<file path="src/rtl/rob_tag_allocator_pkg.sv">
// Shared ROB sizing constants, used identically by the tag allocator and the ROB.
//   ROB_NUM  : number of ROB entries (power of two)
//   ROB_SEL  : tag width, log2(ROB_NUM)
//   COMNUM_W : width of the per-cycle commit-count / request-count encoding
package rob_tag_allocator_pkg;

  localparam int unsigned ROB_NUM  = 64;
  localparam int unsigned ROB_SEL  = $clog2(ROB_NUM);
  localparam int unsigned COMNUM_W = 2;

endpackage

</file>
<file path="src/rtl/rob_tag_allocator_ptr_adv.sv">
// Modular ROB pointer adder: sum = (ptr + inc) mod ROB_NUM.
//   ptr : current pointer (ROB_SEL bits)
//   inc : increment, 0..2 (COMNUM_W bits)
//   sum : advanced pointer; wraps naturally because ROB_NUM is a power of two
module rob_ptr_adv
  import rob_tag_allocator_pkg::*;
(
  input  logic [ROB_SEL-1:0]  ptr,
  input  logic [COMNUM_W-1:0] inc,
  output logic [ROB_SEL-1:0]  sum
);

  assign sum = ptr + ROB_SEL'(inc);

endmodule

</file>
<file path="src/rtl/rob_tag_allocator.sv">
// Dispatch-side ROB tag allocator: grants up to two consecutive tags per cycle,
// reclaims entries from the ROB commit count, and supports a full flush.
//   clk_i, reset_i (async, active-low)
//   req_num_i     : tags requested (0..2, 3 treated as 0)
//   stall_i       : downstream stall, blocks any grant
//   comnum_i      : entries committed by the ROB this cycle
//   flush_i       : squash all uncommitted entries
//   dp1_o/dp1_addr_o, dp2_o/dp2_addr_o : combinational grant and tags
//   alloc_stall_o : request pending but not granted
//   free_cnt_o, commit_ptr_o, full_o, empty_o, err_o : status
module rob_tag_allocator
  import rob_tag_allocator_pkg::*;
(
  input  logic                clk_i,
  input  logic                reset_i,
  input  logic [1:0]          req_num_i,
  input  logic                stall_i,
  input  logic [COMNUM_W-1:0] comnum_i,
  input  logic                flush_i,
  output logic                dp1_o,
  output logic [ROB_SEL-1:0]  dp1_addr_o,
  output logic                dp2_o,
  output logic [ROB_SEL-1:0]  dp2_addr_o,
  output logic                alloc_stall_o,
  output logic [ROB_SEL:0]    free_cnt_o,
  output logic [ROB_SEL-1:0]  commit_ptr_o,
  output logic                full_o,
  output logic                empty_o,
  output logic                err_o
);

  localparam int unsigned FW = ROB_SEL + 1;  // free count width
  localparam int unsigned CW = ROB_SEL + 2;  // headroom for free-count arithmetic

  logic [ROB_SEL-1:0] alloc_ptr, alloc_nxt, alloc_inc;
  logic [ROB_SEL-1:0] commit_ptr, commit_nxt, commit_inc;
  logic [FW-1:0]      free_cnt, free_nxt;
  logic               err, err_nxt;

  logic               req_legal;
  logic               grant;
  logic [1:0]         gnum;
  logic [CW-1:0]      occupied;
  logic [CW-1:0]      free_sum;
  logic               over_commit;

  // All-or-nothing grant against the registered free count (no commit bypass).
  assign req_legal = (req_num_i != 2'd3);
  assign grant     = !stall_i && !flush_i && req_legal && (FW'(req_num_i) <= free_cnt);
  assign gnum      = (grant && req_legal) ? req_num_i : 2'd0;

  assign dp1_o         = grant && (req_num_i == 2'd1 || req_num_i == 2'd2);
  assign dp2_o         = grant && (req_num_i == 2'd2);
  assign alloc_stall_o = (req_num_i == 2'd1 || req_num_i == 2'd2) && !grant;
  assign dp1_addr_o    = alloc_ptr;

  rob_ptr_adv u_alloc_adv  (.ptr(alloc_ptr),  .inc(gnum),     .sum(alloc_inc));
  rob_ptr_adv u_commit_adv (.ptr(commit_ptr), .inc(comnum_i), .sum(commit_inc));
  rob_ptr_adv u_dp2_adv    (.ptr(alloc_ptr),  .inc(2'd1),     .sum(dp2_addr_o));

  assign occupied    = CW'(ROB_NUM) - CW'(free_cnt);
  assign over_commit = CW'(comnum_i) > occupied;
  assign free_sum    = CW'(free_cnt) + CW'(comnum_i) - CW'(gnum);

  // Next-state: flush honours the same-cycle commit, then resyncs alloc to commit.
  always_comb begin
    alloc_nxt  = alloc_inc;
    commit_nxt = commit_inc;
    free_nxt   = FW'(free_sum);
    err_nxt    = err;
    if (flush_i) begin
      alloc_nxt = commit_inc;
      free_nxt  = FW'(ROB_NUM);
    end else if (over_commit) begin
      err_nxt  = 1'b1;
      free_nxt = FW'(ROB_NUM);
    end
  end

  always_ff @(posedge clk_i or negedge reset_i) begin
    if (!reset_i) begin
      alloc_ptr  <= '0;
      commit_ptr <= '0;
      free_cnt   <= FW'(ROB_NUM);
      err        <= 1'b0;
    end else begin
      alloc_ptr  <= alloc_nxt;
      commit_ptr <= commit_nxt;
      free_cnt   <= free_nxt;
      err        <= err_nxt;
    end
  end

  assign free_cnt_o   = free_cnt;
  assign commit_ptr_o = commit_ptr;
  assign full_o       = (free_cnt == '0);
  assign empty_o      = (free_cnt == FW'(ROB_NUM));
  assign err_o        = err;

  // Occupancy seen through the pointers matches the free count; once an
  // over-commit has been flagged the pointers are no longer meaningful.
  inv_a: assert property (@(posedge clk_i) disable iff (!reset_i || err)
    ROB_SEL'(alloc_ptr - commit_ptr) == ROB_SEL'(FW'(ROB_NUM) - free_cnt));

endmodule

</file>
<file path="config.mk">
export PLATFORM = sky130hd
export DESIGN_NAME = rob_tag_allocator
export DESIGN_NICKNAME = d
export VERILOG_FILES = /design/src/rtl/rob_tag_allocator_pkg.sv /design/src/rtl/rob_tag_allocator_ptr_adv.sv /design/src/rtl/rob_tag_allocator.sv
export SDC_FILE = /design/constraint.sdc
export NUM_CORES = 1
export LEC_CHECK = 0
export ABC_CLOCK_PERIOD_IN_PS = 3800
export CAP_MARGIN = 20
export CORE_MARGIN = 2
export CORE_UTILIZATION = 50
export DETAILED_ROUTE_END_ITERATION = 6
export PLACE_DENSITY = 0.8
export SLEW_MARGIN = 20
export SYNTH_ARGS = -nofsm -noshare
export SYNTH_HDL_FRONTEND = slang
export SYNTH_SLANG_ARGS = --single-unit
</file>
<file path="constraint.sdc">
create_clock -name clk_i -period 3.8 [get_ports clk_i]
set_input_delay 0.76 -clock clk_i [delete_from_list [all_inputs] [get_ports clk_i]]
set_output_delay 0.76 -clock clk_i [all_outputs]
set_load 0.01 [all_outputs]
</file>
==> impl_metrics.toml, run 1 <==
[worst_hold_path]
min-delay-start = "err_o"
worst_hold_path.num_cells = 1
hold_end = "err_o"
min_path_type = "reg -> reg"

[grt]
grt_start_max_net_pins = 21
grt_pass1_wl_microns = 6510
grt_usage_pct = 23.3
grt_pass1_vias = 1330
grt_overflow = 0
grt_antenna_before_repair = 0

[logic_synthesis]
synth_top_area_share_pct = 28.7
syn_area_sq_um = 1660
syn_inst = 177
syn_nets = 213
synth_flop_cell = "dfrtp_1"
synthTopCellsByArea = "dfrtp_1, ha_1, inv_1"
synth_cell_types = 39
yosysTopAreaCell = "dfrtp_1"
synth_edf_count = 0
synth-seq-area-share_pct = 30.2
syn_avg_cell_area_sq_um = 9.37
yosys_warnings = 0
ys_ff_latch = 20
synthArstFlopShare_pct = 100

[placement]
gp_congestion = 0.881
port_buffers = 38
detailed_place_hpwl_microns = 3180
dp_slack_ns = -0.319

[drt]
wire_per_inst_microns = 15.5
first_iter_violations = 59
postRouteAntennaNets = 0
vias_per_cell = 5.38
drt_wl_total_microns = 4250
vias = 1479
drt_drc_violations_left = 0
dr.pass1.iters = 4

[worst_setup_path]
criticalPathCategory = "in -> reg"
cp_data_required_time_ns = 3.97
reg2reg_depth = 15
crit_path_max_fanout = 4
critical_path_arrival_ns = 3.86
rr_endpoint = "free_cnt_o[5]"
reg2reg_slack_ns = 0.48
start_kind = "input pin"
cp-end-kind = "flop"
rr_startpoint = "free_cnt_o[1]"

[pwr]
p_per_area_nw_per_um2 = 860
ir_drop_v = 0.000439
power_mw = 1.97
p_leak_nw = 1.03

[clocking]
clockBufferDepth = 2
cts_tree = "built"
clkLatencyLatePin_ns = 0.31
root_buffer = "clkbuf_4"
cts_max_level = 1
clkTransAtPathRegs_ns = 0.12
numCtsBuffers = 3
clkSinkCount = 20

[timing]
clock-skew-final_ns = 0.000865
period_share_pct = 97.1
hold_ws_ns = 0.495
slew_headroom_pct = 36.8
layout_min_cycle_time_ns = 3.69
tightest_slew_ns = 0.945
finalWorstSetupSlack_ns = 0.109
hold_violations = 0
finalSetupTns_ns = 0
slew_violations = 0
setup_violations = 0
fmax_mhz = 271

[final_layout]
final_cell_mix = "clkdlybuf4s50_1, inv_1, ha_1"
layout_commonest_cell = "clkdlybuf4s50_1"
antennaDiodeCount = 0
nets = 268
area_growth_pct = 38.2
layout-drive-gt1-share_pct = 15.2

[floorplan]
rows = 20
initial_core_util_pct = 53.5
ioPinCount = 39
core-area_sq_um = 3100
die_y_microns = 61.6
die_width_microns = 61.6
die_area_sq_um = 3800

[run_status]
status = "finished clean"

[flow_run]
maxCapViolCount = 0
[logic make-up after synthesis]
| kind of cell | after synthesis | share of synthesized area (%) |
|---|---|---|
| buffers and inverters | 30 | 6.79 |
| and+or+nand+nor | 46 | 14.5 |
| xor gates and xnor gates | 18 | 9.50 |
| adders and majority gates | 28 | 22.9 |
| muxes | 4 | 2.64 |
| AOI/OAI and AO/OA | 31 | 13.4 |
| DFF | 20 | 30.2 |
[through the flow]
step	util [%]	cells	instance area, sq um
after floorplan	-	177	1660
after global routing	73.9	275	2290
after global placement	70.4	270	2180
after CTS	72.3	274	2240
after detailed placement	70.4	270	2180
final	73.9	275	2290
[critical path: stages]
cell and delay [ns]:
clkdlybuf4s50_1 0.45, ha_1 0.33, nand4_1 0.08, nor2_1 0.04
o41ai_1 0.30, buf_4 0.18, nor2_1 0.05, fa_1 0.50
inv_2 0.05, buf_4 0.13, ha_4 0.26, a211oi_2 0.07
or4_1 0.48, nand4_1 0.11, a21oi_1 0.06
[synth_stat cells, types with 3 or more instances]
cell type  instances
nand3b_1           3
nand3_1            5
a21oi_1           11
inv_1             27
mux2_2             3
a211oi_1           6
fa_1               4
nor2_1            14
nor3_1             4
nand2_1            8
xnor2_1           11
ha_1              24
dfrtp_1           19
xor2_1             7
[how the worst max path moves through the flow]
stage                 startpoint       endpoint  slack [ns]  depth (start not counted)
finish              req_num_i[1]  free_cnt_o[5]        0.11                         15
global route        req_num_i[1]  free_cnt_o[5]      -0.008                         15
CTS                 req_num_i[0]  free_cnt_o[6]        0.04                         15
detailed placement  req_num_i[0]  free_cnt_o[6]       -0.32                         15
global placement    req_num_i[0]  free_cnt_o[6]       -0.24                         15
floorplan           req_num_i[0]  free_cnt_o[6]        0.03                         13
[metal layers]
layer	GRT usage, %	up-vias	routed length (microns)
met2	37.7	53	2070
met3	2.73	4	184
met4	6.08	0	34
met1	33.1	706	1960
met5	0	-	0
li1	-	716	-
[timing repair]
item | in CTS | in global routing
setup buffers | 0 | 1
hold buffers | 0 | 0
hold endpoints to repair | 0 | 0
setup endpoints to repair | 1 | 3
gates resized for setup | 1 | 10
cloned | 0 | 0
pin swaps | 0 | 4
[final cells by class]
cell class                 count  area (sq um)
clock inverter                 1          30.0
sequential                    20           502
tap                           44          55.1
timing repair buffer          52           490
multi-input combinational    127          1090
fill                         248           810
clock buffer                   3          22.5
inverter                      28           105
[flip-flops by register name (all words and copies together), names as in the netlist]
| name | count |
|---|---|
| commit_ptr_o | 6 |
| free_cnt_o | 7 |
| err_o | 1 |
| dp1_addr_o | 6 |
[power by group]
group	switching, mW	internal, mW	total (mW)	leakage [nW]
Combinational	0.658	0.695	1.35	0.761
Clock	0.0714	0.107	0.178	0.0279
Sequential	0.125	0.315	0.440	0.243
Total	0.854	1.12	1.97	1.03
No activity file was read; power rests on OpenSTA's default activity.
==> run 2: changes to the inputs <==
--- a/config.mk
+++ b/config.mk
@@ -11,6 +11,7 @@
 export CORE_UTILIZATION = 50
 export DETAILED_ROUTE_END_ITERATION = 6
 export PLACE_DENSITY = 0.8
+export RECOVER_POWER = 100
 export SLEW_MARGIN = 20
 export SYNTH_ARGS = -nofsm -noshare
 export SYNTH_HDL_FRONTEND = slang
==> impl_metrics.toml, run 2 (same netlist as run 1, synthesis figures left out) <==
[clocking]
clkTransAtPathRegs_ns = 0.12
clkLatencyLatePin_ns = 0.32
root_buffer = "clkbuf_4"
hold_buffers = 0
clkSinkCount = 20
cts_tree = "built"
clockBufferDepth = 2
numCtsBuffers = 3
cts_max_level = 1

[final_layout]
seq_area_sq_um = 502
fillers = 252
nets = 268
antennaDiodeCount = 0
area_growth_pct = 37.5
largest_reg_flops = 7
final_cell_mix = "dlygate4sd3_1, inv_1, ha_1"
layout_commonest_cell = "dlygate4sd3_1"
layout-drive-gt1-share_pct = 14.3
multi_input_area_sq_um = 1090

[drt]
vias_per_cell = 5.41
postRouteAntennaNets = 0
wire_per_inst_microns = 15.4
vias = 1488
first_iter_violations = 48
drt_drc_violations_left = 0
dr.pass1.iters = 4
drt_wl_total_microns = 4230

[worst_setup_path]
start_kind = "input pin"
path_buf_inv = 4
worst_path_largest_cell_delay_ns = 0.50
cp.depth = 15
reg2reg_depth = 15
cp_data_required_time_ns = 3.97
criticalPathCategory = "in -> reg"
reg2reg_slack_ns = 0.48
crit_slowest_cell = "fa_1"
crit_path_max_fanout = 4
critical_path_arrival_ns = 3.85
worstPathCellList = "clkdlybuf4s50_1 -> ha_1 -> nand4_1 -> nor2_1 -> o41ai_1 -> buf_4 -> nor2_1 -> fa_1 -> inv_2 -> buf_4 -> ha_4 -> a211oi_2 -> or4_1 -> nand4_1 -> a21oi_1"
critPathTopFamily = "adder cells"
cp-end-kind = "flop"

[floorplan]
die_area_sq_um = 3800
die_y_microns = 61.6
ioPinCount = 39
core-area_sq_um = 3100
rows = 20
initial_core_util_pct = 53.5
die_width_microns = 61.6

[pwr]
power_mw = 1.90
ir_drop_v = 0.000420
p_per_area_nw_per_um2 = 835
p_leak_nw = 1.04

[flow_run]
maxCapViolCount = 0

[grt]
grt_overflow = 0
grt_usage_pct = 23.3
grt_antenna_before_repair = 0
grt_start_max_net_pins = 21
grt_pass1_vias = 1330
grt_pass1_wl_microns = 6510

[run_status]
status = "finished clean"

[timing]
hold_violations = 0
slew_headroom_pct = 37.6
tightest_slew_ns = 0.933
hold_ws_ns = 0.491
slew_violations = 0
fmax_mhz = 272
period_share_pct = 96.8
layout_min_cycle_time_ns = 3.68
setup_violations = 0
clock-skew-final_ns = 0.00461

[placement]
detailed_place_hpwl_microns = 3180
port_buffers = 38
gp_congestion = 0.881

[worst_hold_path]
worst_hold_path.num_cells = 1
min_path_type = "reg -> reg"
==> run 2: cell types whose count changed in the layout (fill, tap and decap cells not counted) <==
cell,change
dlymetal6s2s_1,-1
clkbuf_1,+2
clkdlybuf4s50_1,-29
clkbuf_4,+1
buf_4,-2
dfstp_2,-1
dlygate4sd3_1,+29
dfstp_1,+1
==> run 2: metal layers <==
layer / GRT usage (%) / vias to the layer above / routed length, microns
li1: - / 715 / -
met1: 33.1 / 713 / 1920
met2: 37.7 / 55 / 2070
met3: 2.73 / 5 / 198
met4: 6.08 / 0 / 46
met5: 0 / - / 0
==> run 2: cell type report <==
cell class / count / area share (%)
inverter: 28 / 4.61
clock inverter: 1 / 1.32
clock buffer: 3 / 0.987
multi-input combinational: 127 / 47.7
sequential: 20 / 22.0
timing repair buffer: 52 / 21.0
tap: 44 / 2.41
==> run 2: path summary, 6_finish.rpt <==
path | startpoint | end
max | req_num_i[1] | free_cnt_o[5]
min | err_o | err_o
max reg2reg | free_cnt_o[1] | free_cnt_o[5]
min reg2reg | err_o | err_o
max in group asynchronous | reset_i | dp1_addr_o[4]
min in group asynchronous | reset_i | free_cnt_o[2]
==> run 2: stage by stage <==
step	utilization (%)	cell area (sq um)	setup slack, ns	TNS (ns)	cells
global placement	70.4	2180	-0.238	-0.612	270
detailed placement	70.4	2180	-0.319	-0.871	270
global route	73.5	2280	-0.0133	-0.0133	275
CTS	72.3	2240	0.0414	0	274
floorplan	-	1660	0.0347	0	177
finish	73.5	2280	0.120	0	275
==> run 2: where the power goes <==
group / leakage [nW] / internal, mW / switching [mW] / total (mW)
sequential: 0.242 / 0.314 / 0.120 / 0.434
clock: 0.0279 / 0.107 / 0.0733 / 0.180
combinational: 0.772 / 0.637 / 0.654 / 1.29
==> run 2: timing repair <==
action / in CTS / in global routing
resized for setup: 1 / 10
setup endpoints to repair: 1 / 3
pin swaps: 0 / 4
buffers inserted: 0 / 1
==> run 3: changes to the inputs <==
--- a/config.mk
+++ b/config.mk
@@ -10,7 +10,7 @@
 export CORE_MARGIN = 2
 export CORE_UTILIZATION = 50
 export DETAILED_ROUTE_END_ITERATION = 6
-export PLACE_DENSITY = 0.8
+export PLACE_DENSITY = 0.76
 export RECOVER_POWER = 100
 export SLEW_MARGIN = 20
 export SYNTH_ARGS = -nofsm -noshare
==> impl_metrics.toml, run 3 (same netlist as run 1, synthesis figures left out) <==
[final_layout]
antennaDiodeCount = 0
nets = 266
layout-drive-gt1-share_pct = 13.5
final_cell_mix = "inv_1, dlygate4sd3_1, ha_1"
area_growth_pct = 36.7
largest_reg_flops = 7
final_util_pct = 73.1
final_area_sq_um = 2270

[clocking]
clkLatencyLatePin_ns = 0.30
numCtsBuffers = 3
cts_tree = "built"
clkSinkCount = 20
root_buffer = "clkbuf_4"
hold_buffers = 0
clkTransAtPathRegs_ns = 0.12
cts_max_level = 1
clockBufferDepth = 2

[timing]
tightest_slew_ns = 1.05
period_share_pct = 98.5
clock-skew-final_ns = 0.00778
layout_min_cycle_time_ns = 3.74
slew_violations = 0
setup_violations = 0
rsz0062_at_grt = "yes"
slew_headroom_pct = 30.2
fmax_mhz = 267
hold_violations = 0

[grt]
grt_pass1_wl_microns = 6600
grt_usage_pct = 23.8
grt_pass1_vias = 1421
grt_start_max_net_pins = 21
grt_antenna_before_repair = 0
grt_overflow = 0

[pwr]
intPower_mw = 1.05
switchingPower_mw = 0.830
ir_drop_v = 0.000438
swShare_pct = 44.2
power_mw = 1.88
p_per_area_nw_per_um2 = 827
combPwrFrac_pct = 67.3
p_seq_share_pct = 23.4
power.share.clock_pct = 9.3
p_leak_nw = 1.04

[drt]
wire_per_inst_microns = 15.0
postRouteAntennaNets = 0
vias = 1456
dr.pass1.iters = 4
drt_wl_total_microns = 4110
vias_per_cell = 5.33
first_iter_violations = 75
drt_drc_violations_left = 0

[floorplan]
die_y_microns = 61.6
die_width_microns = 61.6
die_area_sq_um = 3800
initial_core_util_pct = 53.5
ioPinCount = 39
rows = 20
core-area_sq_um = 3100

[worst_setup_path]
criticalPathCategory = "in -> reg"
crit_slowest_cell = "clkdlybuf4s50_1"
worstPathCellList = "clkdlybuf4s50_1 -> inv_1 -> ha_1 -> nand4_1 -> nor2_1 -> o41ai_2 -> buf_4 -> nor2_1 -> fa_1 -> inv_1 -> fa_2 -> a211oi_4 -> o311a_1 -> a211oi_1 -> a211o_1"
critPathTopFamily = "adder cells"
cp-end-kind = "flop"
path_buf_inv = 4
worst_path_largest_cell_delay_ns = 0.49
start_kind = "input pin"
critical_path_arrival_ns = 3.99
crit_path_max_fanout = 3
cp_data_required_time_ns = 4.05

[placement]
gp_congestion = 0.865
detailed_place_hpwl_microns = 3170
port_buffers = 38
placed_area_sq_um = 2170

[run_status]
status = "finished clean"

[worst_hold_path]
min_path_type = "reg -> reg"

[flow_run]
maxCapViolCount = 0
-- run 3: final timing paths --
path / start / to / slack [ns] / cells past startpoint
setup / recovery: req_num_i[0] / free_cnt_o[6] / 0.06 / 15
hold / removal: err_o / err_o / 0.49 / 1
setup reg to reg: free_cnt_o[4] / free_cnt_o[6] / 0.48 / 14
hold reg to reg: err_o / err_o / 0.49 / 1
max in group asynchronous: reset_i / dp1_addr_o[3] / 2.25 / 1
min in group asynchronous: reset_i / free_cnt_o[0] / 1.01 / 1
-- run 3: timing repair --
item,4_1_cts,5_1_grt
pin swaps,0,4
setup endpoints to repair,2,3
resized for setup,2,6
buffers inserted,0,1
-- run 3: cell type report --
class	count	area, sq um
Multi-Input combinational cell	127	1080
Fill cell	251	836
Sequential cell	20	502
Timing Repair Buffer	50	473
Inverter	28	105
Tap cell	44	55.1
Clock inverter	1	30.0
Clock buffer	3	22.5
-- run 3: layer usage --
metal	GRT usage, %	wire, microns	vias up
met4	7.29	47	0
met2	39.5	2010	37
li1	-	-	709
met3	0.840	130	4
met5	0	0	-
met1	33.9	1920	706
-- run 3: metrics by stage --
stage | setup TNS, ns | instances | setup slack, ns | hold slack (ns)
6_report | 0 | 273 | 0.0564 | 0.486
5_1_grt | -0.160 | 273 | -0.0685 | 0.503
4_1_cts | 0 | 272 | 0.0168 | 0.491
3_5_place_dp | -1.16 | 268 | -0.449 | 0.458
3_3_place_gp | -0.743 | 268 | -0.327 | 0.452
2_1_floorplan | 0 | 177 | 0.0347 | 0.464
-- run 3: power by group through the flow --
stage / clock (mW) / combinational (mW) / sequential, mW
5_1_grt: 0.184 / 1.39 / 0.456
4_1_cts: 0.176 / 1.28 / 0.440
2_1_floorplan: 0 / 0.705 / 0.466
3_3_place_gp: 0 / 1.21 / 0.437
3_5_place_dp: 0 / 1.26 / 0.445
6_report: 0.175 / 1.26 / 0.438
